$ cat src/rtl/shift_pkg.sv
// Shared shifter definitions: op encodings, datapath widths and the request payload struct.
package shift_pkg;
  localparam int SH_DATA_W = 32;
  localparam int SH_AMT_W  = 5;

  localparam logic [1:0] SH_SHL = 2'b00;
  localparam logic [1:0] SH_SHR = 2'b01;
  localparam logic [1:0] SH_ASR = 2'b10;
  localparam logic [1:0] SH_ROR = 2'b11;

  typedef struct packed {
    logic [SH_DATA_W-1:0] data;
    logic [1:0]           op;
    logic [SH_AMT_W-1:0]  amt;
  } sh_req_t;
endpackage

$ cat src/rtl/shift_rr_arb.sv
// Request arbiter for shift_arbiter. Round-robin with a pointer register when
// SHIFT_ARB_ROUND_ROBIN_EN is defined, otherwise fixed lowest-index priority.
module shift_rr_arb #(
  parameter int N_REQ = 4,
  parameter int ID_W  = 2
) (
`ifdef SHIFT_ARB_ROUND_ROBIN_EN
  input  logic             clk,
  input  logic             reset,
  input  logic             adv,
`endif
  input  logic [N_REQ-1:0] req,
  output logic [N_REQ-1:0] gnt,
  output logic [ID_W-1:0]  gnt_idx
);
`ifdef SHIFT_ARB_ROUND_ROBIN_EN
  logic [ID_W-1:0] ptr;
  int              idx;
  logic            found;

  // Search starts at the pointer and wraps back to index 0.
  always_comb begin
    gnt     = '0;
    gnt_idx = '0;
    found   = 1'b0;
    idx     = 0;
    for (int k = 0; k < N_REQ; k++) begin
      idx = int'(ptr) + k;
      if (idx >= N_REQ) idx = idx - N_REQ;
      if (!found && req[idx]) begin
        found        = 1'b1;
        gnt[idx]     = 1'b1;
        gnt_idx      = ID_W'(idx);
      end
    end
  end

  always_ff @(posedge clk) begin
    if (reset) begin
      ptr <= '0;
    end else if (adv) begin
      ptr <= (gnt_idx == ID_W'(N_REQ - 1)) ? '0 : gnt_idx + 1'b1;
    end
  end
`else
  logic found;

  always_comb begin
    gnt     = '0;
    gnt_idx = '0;
    found   = 1'b0;
    for (int k = 0; k < N_REQ; k++) begin
      if (!found && req[k]) begin
        found   = 1'b1;
        gnt[k]  = 1'b1;
        gnt_idx = ID_W'(k);
      end
    end
  end
`endif
endmodule

$ cat src/rtl/shifter32.sv
// Shared combinational 32-bit barrel shifter: SHL, SHR (logical), ASR and ROR by 0..31.
module shifter32
  import shift_pkg::*;
(
  input  logic [31:0] in,
  input  logic [1:0]  op,
  input  logic [4:0]  s,
  output logic [31:0] out
);
  always_comb begin
    out = in;
    unique case (op)
      SH_SHL:  out = in << s;
      SH_SHR:  out = in >> s;
      SH_ASR:  out = $unsigned($signed(in) >>> s);
      default: out = (in >> s) | (in << (6'd32 - {1'b0, s}));
    endcase
  end
endmodule

$ cat src/rtl/shift_arbiter.sv
// Shares one barrel shifter among N_REQ requesters through a two-stage operand/result pipeline.
// Arbitration policy selected by SHIFT_ARB_ROUND_ROBIN_EN (round-robin) or fixed priority when undefined.
module shift_arbiter
  import shift_pkg::*;
#(
  parameter int N_REQ = 4,
  parameter int ID_W  = 2
) (
  input  logic                   clk,
  input  logic                   reset,
  input  logic [N_REQ-1:0]       req_valid,
  output logic [N_REQ-1:0]       req_ready,
  input  logic [32*N_REQ-1:0]    req_data,
  input  logic [2*N_REQ-1:0]     req_op,
  input  logic [5*N_REQ-1:0]     req_amt,
  output logic                   resp_valid,
  input  logic                   resp_ready,
  output logic [SH_DATA_W-1:0]   resp_data,
  output logic [ID_W-1:0]        resp_id
);
  // Handshake: a transfer happens on a rising edge where valid && ready are both high;
  // the sender holds valid and payload stable until then, and valid never waits on ready.
  logic                 s1_valid;
  sh_req_t              s1_req;
  sh_req_t              req_sel;
  logic [ID_W-1:0]      s1_id;
  logic [ID_W-1:0]      gnt_idx;
  logic [N_REQ-1:0]     gnt;
  logic                 s2_free;
  logic                 s1_open;
  logic                 take;
  logic [SH_DATA_W-1:0] sh_out;

  assign s2_free   = !resp_valid || resp_ready;
  assign s1_open   = !s1_valid || s2_free;
  assign req_ready = (s1_open && !reset) ? gnt : '0;
  assign take      = |req_ready;

  always_comb begin
    req_sel = '0;
    for (int i = 0; i < N_REQ; i++) begin
      if (gnt[i]) begin
        req_sel.data = req_data[SH_DATA_W*i +: SH_DATA_W];
        req_sel.op   = req_op[2*i +: 2];
        req_sel.amt  = req_amt[SH_AMT_W*i +: SH_AMT_W];
      end
    end
  end

  shift_rr_arb #(.N_REQ(N_REQ), .ID_W(ID_W)) u_arb (
`ifdef SHIFT_ARB_ROUND_ROBIN_EN
    .clk     (clk),
    .reset   (reset),
    .adv     (take),
`endif
    .req     (req_valid),
    .gnt     (gnt),
    .gnt_idx (gnt_idx)
  );

  shifter32 u_shift (
    .in  (s1_req.data),
    .op  (s1_req.op),
    .s   (s1_req.amt),
    .out (sh_out)
  );

  always_ff @(posedge clk) begin
    if (reset) begin
      s1_valid   <= 1'b0;
      s1_req     <= '0;
      s1_id      <= '0;
      resp_valid <= 1'b0;
      resp_data  <= '0;
      resp_id    <= '0;
    end else begin
      if (s2_free) begin
        resp_valid <= s1_valid;
        if (s1_valid) begin
          resp_data <= sh_out;
          resp_id   <= s1_id;
        end
      end
      // S1 reloads whenever it empties or hands its operand to S2 on this edge.
      if (s1_open) begin
        s1_valid <= take;
        if (take) begin
          s1_req <= req_sel;
          s1_id  <= gnt_idx;
        end
      end
    end
  end
endmodule

$ cat config.mk
export PLATFORM = sky130hd
export DESIGN_NAME = shift_arbiter
export DESIGN_NICKNAME = d
export VERILOG_FILES = /design/src/rtl/shift_pkg.sv /design/src/rtl/shift_rr_arb.sv /design/src/rtl/shifter32.sv /design/src/rtl/shift_arbiter.sv
export SDC_FILE = /design/constraint.sdc
export NUM_CORES = 1
export LEC_CHECK = 0
export ABC_AREA = 1
export CAP_MARGIN = 20
export CORE_MARGIN = 4
export CORE_UTILIZATION = 32
export DETAILED_ROUTE_END_ITERATION = 8
export GPL_TIMING_DRIVEN = 0
export SYNTH_ARGS = -nofsm -noshare
export SYNTH_HDL_FRONTEND = slang
export SYNTH_HIERARCHICAL = 1
export SYNTH_SLANG_ARGS = --single-unit
export TNS_END_PERCENT = 5
$ cat constraint.sdc
create_clock -name clk -period 6.95 [get_ports clk]
set_input_delay 1.39 -clock clk [delete_from_list [all_inputs] [get_ports clk]]
set_output_delay 1.39 -clock clk [all_outputs]
set_load 0.02 [all_outputs]
Word-level counts from Yosys, hierarchy flattened
Index checks and enable logic that the tools add are counted.
{ "totals": {"register_bits": 77, "out_inout_bits": 39} }
{ "op_classes": {"n_mux": 15, "bitwise": 1, "n_eq_ne": 2, "shift": 4, "addsub": 1, "n_reduce_logical": 16} }
{ "ops": {"columns": ["operator", "count"], "rows": [
  ["39-bit two-way mux", 4],
  ["32-bit one-hot mux with 3 select lines", 1],
  ["32-bit OR", 1],
  ["32-bit by 5-bit << shifter with 32-bit output", 1],
  ["32-bit by 6-bit << shifter with 32-bit output", 1],
  ["32-bit by 5-bit right shift with 32-bit output", 1],
  ["32-bit by 5-bit >>> shifter with 32-bit output", 1],
  ["1-bit two-way mux", 7],
  ["1-bit logical NOT", 6],
  ["6-bit by 5-bit subtractor with 6-bit output (first input constant)", 1],
  ["1-bit logical AND", 4],
  ["2-bit two-way mux", 2],
  ["4-bit two-way mux", 1],
  ["2-bit AND reduction", 2],
  ["4-bit OR reduction", 1],
  ["2-bit by 1-bit == test with 1-bit output (second input constant)", 1],
  ["2-bit == test (second input constant)", 1],
  ["2-bit logical NOT", 1],
  ["1-bit logical OR", 2]
]} }

Logic depth before layout (Yosys ltp)
Gate-level depths: netlist of the first run.
{ "depth": {"ltp_word": 13, "mapped_depth": 18, "mapped_depth_nobuf": 15} }

By module
The synthesis of the first run kept the hierarchy.
{ "by_module_without_submodules": {"columns": ["module", "instances", "cells_each", "area_per_inst_um2"], "rows": [
  ["shifter32", 1, 1181, 5411.4],
  ["shift_arbiter", 1, 736, 4473.0],
  ["shift_rr_arb", 1, 13, 58.8]
]} }

Worst setup path after synthesis of the first run
Ideal clock, no wire load.
{ "synth_path": {"path_type": "input to output", "from": "input req_valid[1]", "to": "output req_ready[3]", "path_buffers": 2, "cell_stages": 7, "setup_slack_ns": 3.224, "arrival_ns": 2.336, "path_cell_list": "nor2_1 nand2_1 inv_1 buf_2 inv_1 clkbuf_1 nor2_1"} }
{ "synth_between": {"elab_chain_cells": 9} }
{ "synth_lines": {"columns": ["item", "line_no", "rtl"], "rows": [
  ["start: declaration", "shift_arbiter.sv:11", "input logic [N_REQ-1:0] req_valid,"],
  ["1-bit logical AND (*)", "shift_rr_arb.sv:53", "if (!found && req[k]) begin"],
  ["1-bit two-way mux (*)", "shift_rr_arb.sv:53", null],
  ["1-bit logical NOT", "shift_rr_arb.sv:53", null],
  ["1-bit logical AND", "shift_rr_arb.sv:53", null],
  ["1-bit two-way mux (*)", "shift_rr_arb.sv:53", null],
  ["1-bit logical NOT (*)", "shift_rr_arb.sv:53", null],
  ["1-bit logical AND (*)", "shift_rr_arb.sv:53", null],
  ["1-bit two-way mux (*)", "shift_rr_arb.sv:53", null],
  ["named net gnt[3]", "shift_arbiter.sv:28", "logic [N_REQ-1:0] gnt;"],
  ["4-bit two-way mux (*)", "shift_arbiter.sv:36", "assign req_ready = (s1_open && !reset) ? gnt : '0;"],
  ["end: declaration", "shift_arbiter.sv:12", "output logic [N_REQ-1:0] req_ready,"]
]} }
Mark *: on every way through the listed nets, which the timed path passes. The rest lies on a longest branch.

Final worst setup path of the first run
{ "layout_path": {"from": "input req_valid[0]", "to": "output req_ready[3]"} }
{ "layout_between": {"elab_chain_cells": 11} }
{ "layout_lines": {"columns": ["item", "line_no"], "rows": [
  ["1-bit two-way mux (*)", "shift_rr_arb.sv:53"],
  ["1-bit logical NOT", "shift_rr_arb.sv:53"],
  ["1-bit logical AND", "shift_rr_arb.sv:53"],
  ["1-bit two-way mux (*)", "shift_rr_arb.sv:53"],
  ["1-bit logical NOT", "shift_rr_arb.sv:53"],
  ["1-bit logical AND", "shift_rr_arb.sv:53"],
  ["1-bit two-way mux (*)", "shift_rr_arb.sv:53"],
  ["1-bit logical NOT (*)", "shift_rr_arb.sv:53"],
  ["1-bit logical AND (*)", "shift_rr_arb.sv:53"],
  ["1-bit two-way mux (*)", "shift_rr_arb.sv:53"],
  ["named net gnt[3]", "shift_arbiter.sv:28"],
  ["4-bit two-way mux (*)", "shift_arbiter.sv:36"]
]} }
Marks and branches as above.

==> metrics.md, run 1 <==
| Metric | Value |
|---|---|
| Number of gates resized after cts | `0` |
| Cell area power density | `206.9 nW/um2` |
| Number of top-level pins | `about 200` |
| Later-pin clock latency in the skew report | `approximately 360 ps` |
| Overall routed net length | `60.75 mm` |
| Critical path class | `input port to output port` |
| Layout Skew | `about 13 ps` |
| Final Wtd Congestion | `roughly 1.1` |
| Violation count after the first detailed-route iteration | `1658` |
| Die Footprint | `between 30000 and 40000 um2` |
| Number of instances in the placed design | `2527` |
| Number of sinks on the clock net | `77` |
| Tot GR Track Use | `34.64%` |
| Critical path launch point type | `input port` |
| Total negative setup slack | `0 ps` |
| Mean cell area of the mapped netlist | `approximately 5.2 um2` |
| Number of H-tree branching levels | `3` |
| Initial Utilization | `about a third` |
| Floorplan row count | `64` |
| Register area share after synthesis | `15.50%` |
| Detailed Routing Iterations Pass 1 | `6` |
| Post-DR wirelength/cell | `~24 um` |
| Setup repair after global routing missed its margin | `false` |
| Final Hold Vio Count | `0` |
| Ranking of synthesized cells by instance count | `nand2_1, nand3_1, nor2_1` |
| Number of standard cells after synthesis | `1930` |
| Antenna violation net count after detailed routing | `0` |
| Vias after detailed routing | `between 10000 and 15000` |
| Diodes inserted | `0` |
| Synth Register Bits | `77` |
| Reg clk slew, reported paths | `70 ps` |
| Horizontal die dimension | `184.3 um` |
| Yosys warnings | `6` |
| Post-Syn Area | `a little under 10000 um2` |
| Number of I/O port buffers | `~200` |
| Core box area | `30590 um2` |
| Count of flip-flops with a built-in enable after synthesis | `0` |
| Wire length of the first global-routing pass | `between 80 and 90 mm` |
| Top-count cell post-synth | `nand2_1` |
| TritonCTS clock tree | `yes` |
| Number of vias per cell | `5.761` |
| Part of the cycle the worst path needs | `70.64%` |
| Syn_nets | `2094` |
| Via count of the first global-routing pass | `roughly 14000` |
| DRC violations left | `0` |
| Maximum vdd ir drop | `0.1160 mV` |
| Initial antenna violation count | `1` |
| Fraction of final layout cells sized beyond drive strength 1 | `5.915%` |
| CP Max Fanout | `10` |
| Layout fillers | `3517` |
| Main area contributors after synthesis | `nand3_1, nand2_1, dfxtp_1` |
| Max-slew headroom at the worst pin | `a little over a third` |
| # nets final | `~2300` |
| Main synth FF type | `dfxtp_1` |
| Tightest Hold Check Type | `flop to flop` |
| Clock buffers created by TritonCTS | `9` |
| Crit. End Element | `output port` |
| CTS Buffer Depth | `2` |
| Count of cell types in the netlist | `39` |
| Required time at the endpoint of the critical path | `5560 ps` |
| Number of max-cap violations | `0` |
| Dpl hpwl | `about 50 mm` |
| Highest achievable clock rate | `between 200 and 250 MHz` |
| Cell taking the most area after synthesis | `nand3_1` |
| Height of the die | `between 150 and 200 um` |
| Share of async-settable or async-resettable flops after synthesis | `0%` |
| P&R area growth vs syn | `28.32%` |
| Data arrival time of the worst path | `3520 ps` |
| Buffers inserted by post-CTS timing repair | `0` |
| Share of the synthesized area in the top cell type | `27.53%` |
| Total of endpoints with negative setup slack in the final report | `0` |
| Standby leakage power | `~0.006 uW` |
| Clock period minus worst slack | `approximately 4900 ps` |
| Worst-Margin Slew | `about 960 ps` |
| Hold bufs inserted after CTS | `0` |
| Final std cells w/o fill | `2543` |
| Max-slew violations | `0` |
| Largest net degree at the start of global routing | `15` |
| Clock root buffer | `clkbuf_16` |
| Total global routing overflow | `0` |
| Run status | `finished, final reports clean` |
[final timing paths]
check	from	end	slack, ps	depth (start not counted)
setup / recovery	req_valid[0]	req_ready[3]	2040	9
hold reg to reg	s1_id[1]	resp_id[1]	470	2
setup reg to reg	s1_req[1]	resp_data[16]	3210	15
hold / removal	s1_id[1]	resp_id[1]	470	2
[layer usage]
metal,global-route usage [%],wire length (um),vias to the layer above
met5,0,9,-
met2,56.71,27010,905
met3,5.901,5764,200
met4,22.60,4899,2
met1,41.82,23070,6710
li1,-,-,6833
[stage by stage]
step                total power [uW]  util, %  cell area, um2  hold WS (ps)  setup WS [ps]
floorplan                       1444        -            9943         429.4           3224
detailed placement              2090    40.70           12450         457.0           2047
global route                    2769    41.71           12760         487.7           1946
global placement                2098    40.70           12450         454.7           2044
finish                          2640    41.71           12760         466.5           2040
CTS                             2590    41.71           12760         467.4           2031
[critical path, cell delays in order]
cell and delay [ps]:
clkdlybuf4s50_1 450, nor2_1 160, nand2_1 110, inv_1 60, buf_2 170, inv_1 120
clkbuf_1 260, nor2_1 180, clkdlybuf4s50_1 620
[where the power goes]
| part | internal [uW] | switching, uW |
|---|---|---|
| clock | 290 | 205 |
| sequential | 483 | 34.9 |
| combinational | 492 | 1140 |
| total | 1260 | 1380 |
[sequential cells by signal, indices dropped and copies added (netlist names)]
signal      cells
s1_valid        1
s1_id           2
resp_id         2
s1_req         39
resp_data      32
resp_valid      1
[cells by family after synthesis]
logic type               count (synthesis)  synth area share (%)
AO/OA/AOI/OAI                          189                 10.57
adder cells (fa/ha/maj)                  1                0.1258
AND/OR/NAND/NOR                       1430                 63.38
flip-flops                              77                 15.50
buffers and inverters                  231                 10.17
XOR/XNOR                                 2                0.2517
[layout make-up]
cell class / instances / area, um2 / area share, %
Clock buffer: 10 / 239.0 / 1.873
Tap cell: 396 / 495.5 / 3.883
Multi-Input combinational cell: 1622 / 7391 / 57.92
Buffer: 138 / 661.9 / 5.187
Inverter: 93 / 349.1 / 2.736
Clock inverter: 6 / 70.07 / 0.5491
Sequential cell: 77 / 1541 / 12.08
Timing Repair Buffer: 201 / 2012 / 15.77
[placed cells by master (no fill, tap or decap), drive strengths merged, types with 59 or more instances in the layout]
| cell | Yosys | final |
|---|---|---|
| buf | 89 | 89 |
| clkbuf | 49 | 59 |
| a21oi | 74 | 74 |
| o21ai | 79 | 79 |
| nand2 | 597 | 597 |
| nand3 | 548 | 548 |
| nor2 | 213 | 213 |
| clkdlybuf4s50 | 0 | 201 |
| inv | 90 | 91 |
| dfxtp | 77 | 77 |
(Power assumes the default switching activity.)
==> inputs of run 2 (changes only) <==
clock period = 5 ns   (was 6.95 ns; I/O delays follow)
==> results of run 2 <==
Same layout as run 1 (identical final DEF). Status: finished, final reports clean.
Among the figures that moved: setup slack after placement 2047 ps -> 877.5 ps; setup slack after layout 2040 ps -> 870.3 ps; register-to-register setup slack 3210 ps -> 1260 ps; total power 2640 uW -> 3670 uW; worst IR drop on VDD 0.1160 mV -> 0.1613 mV
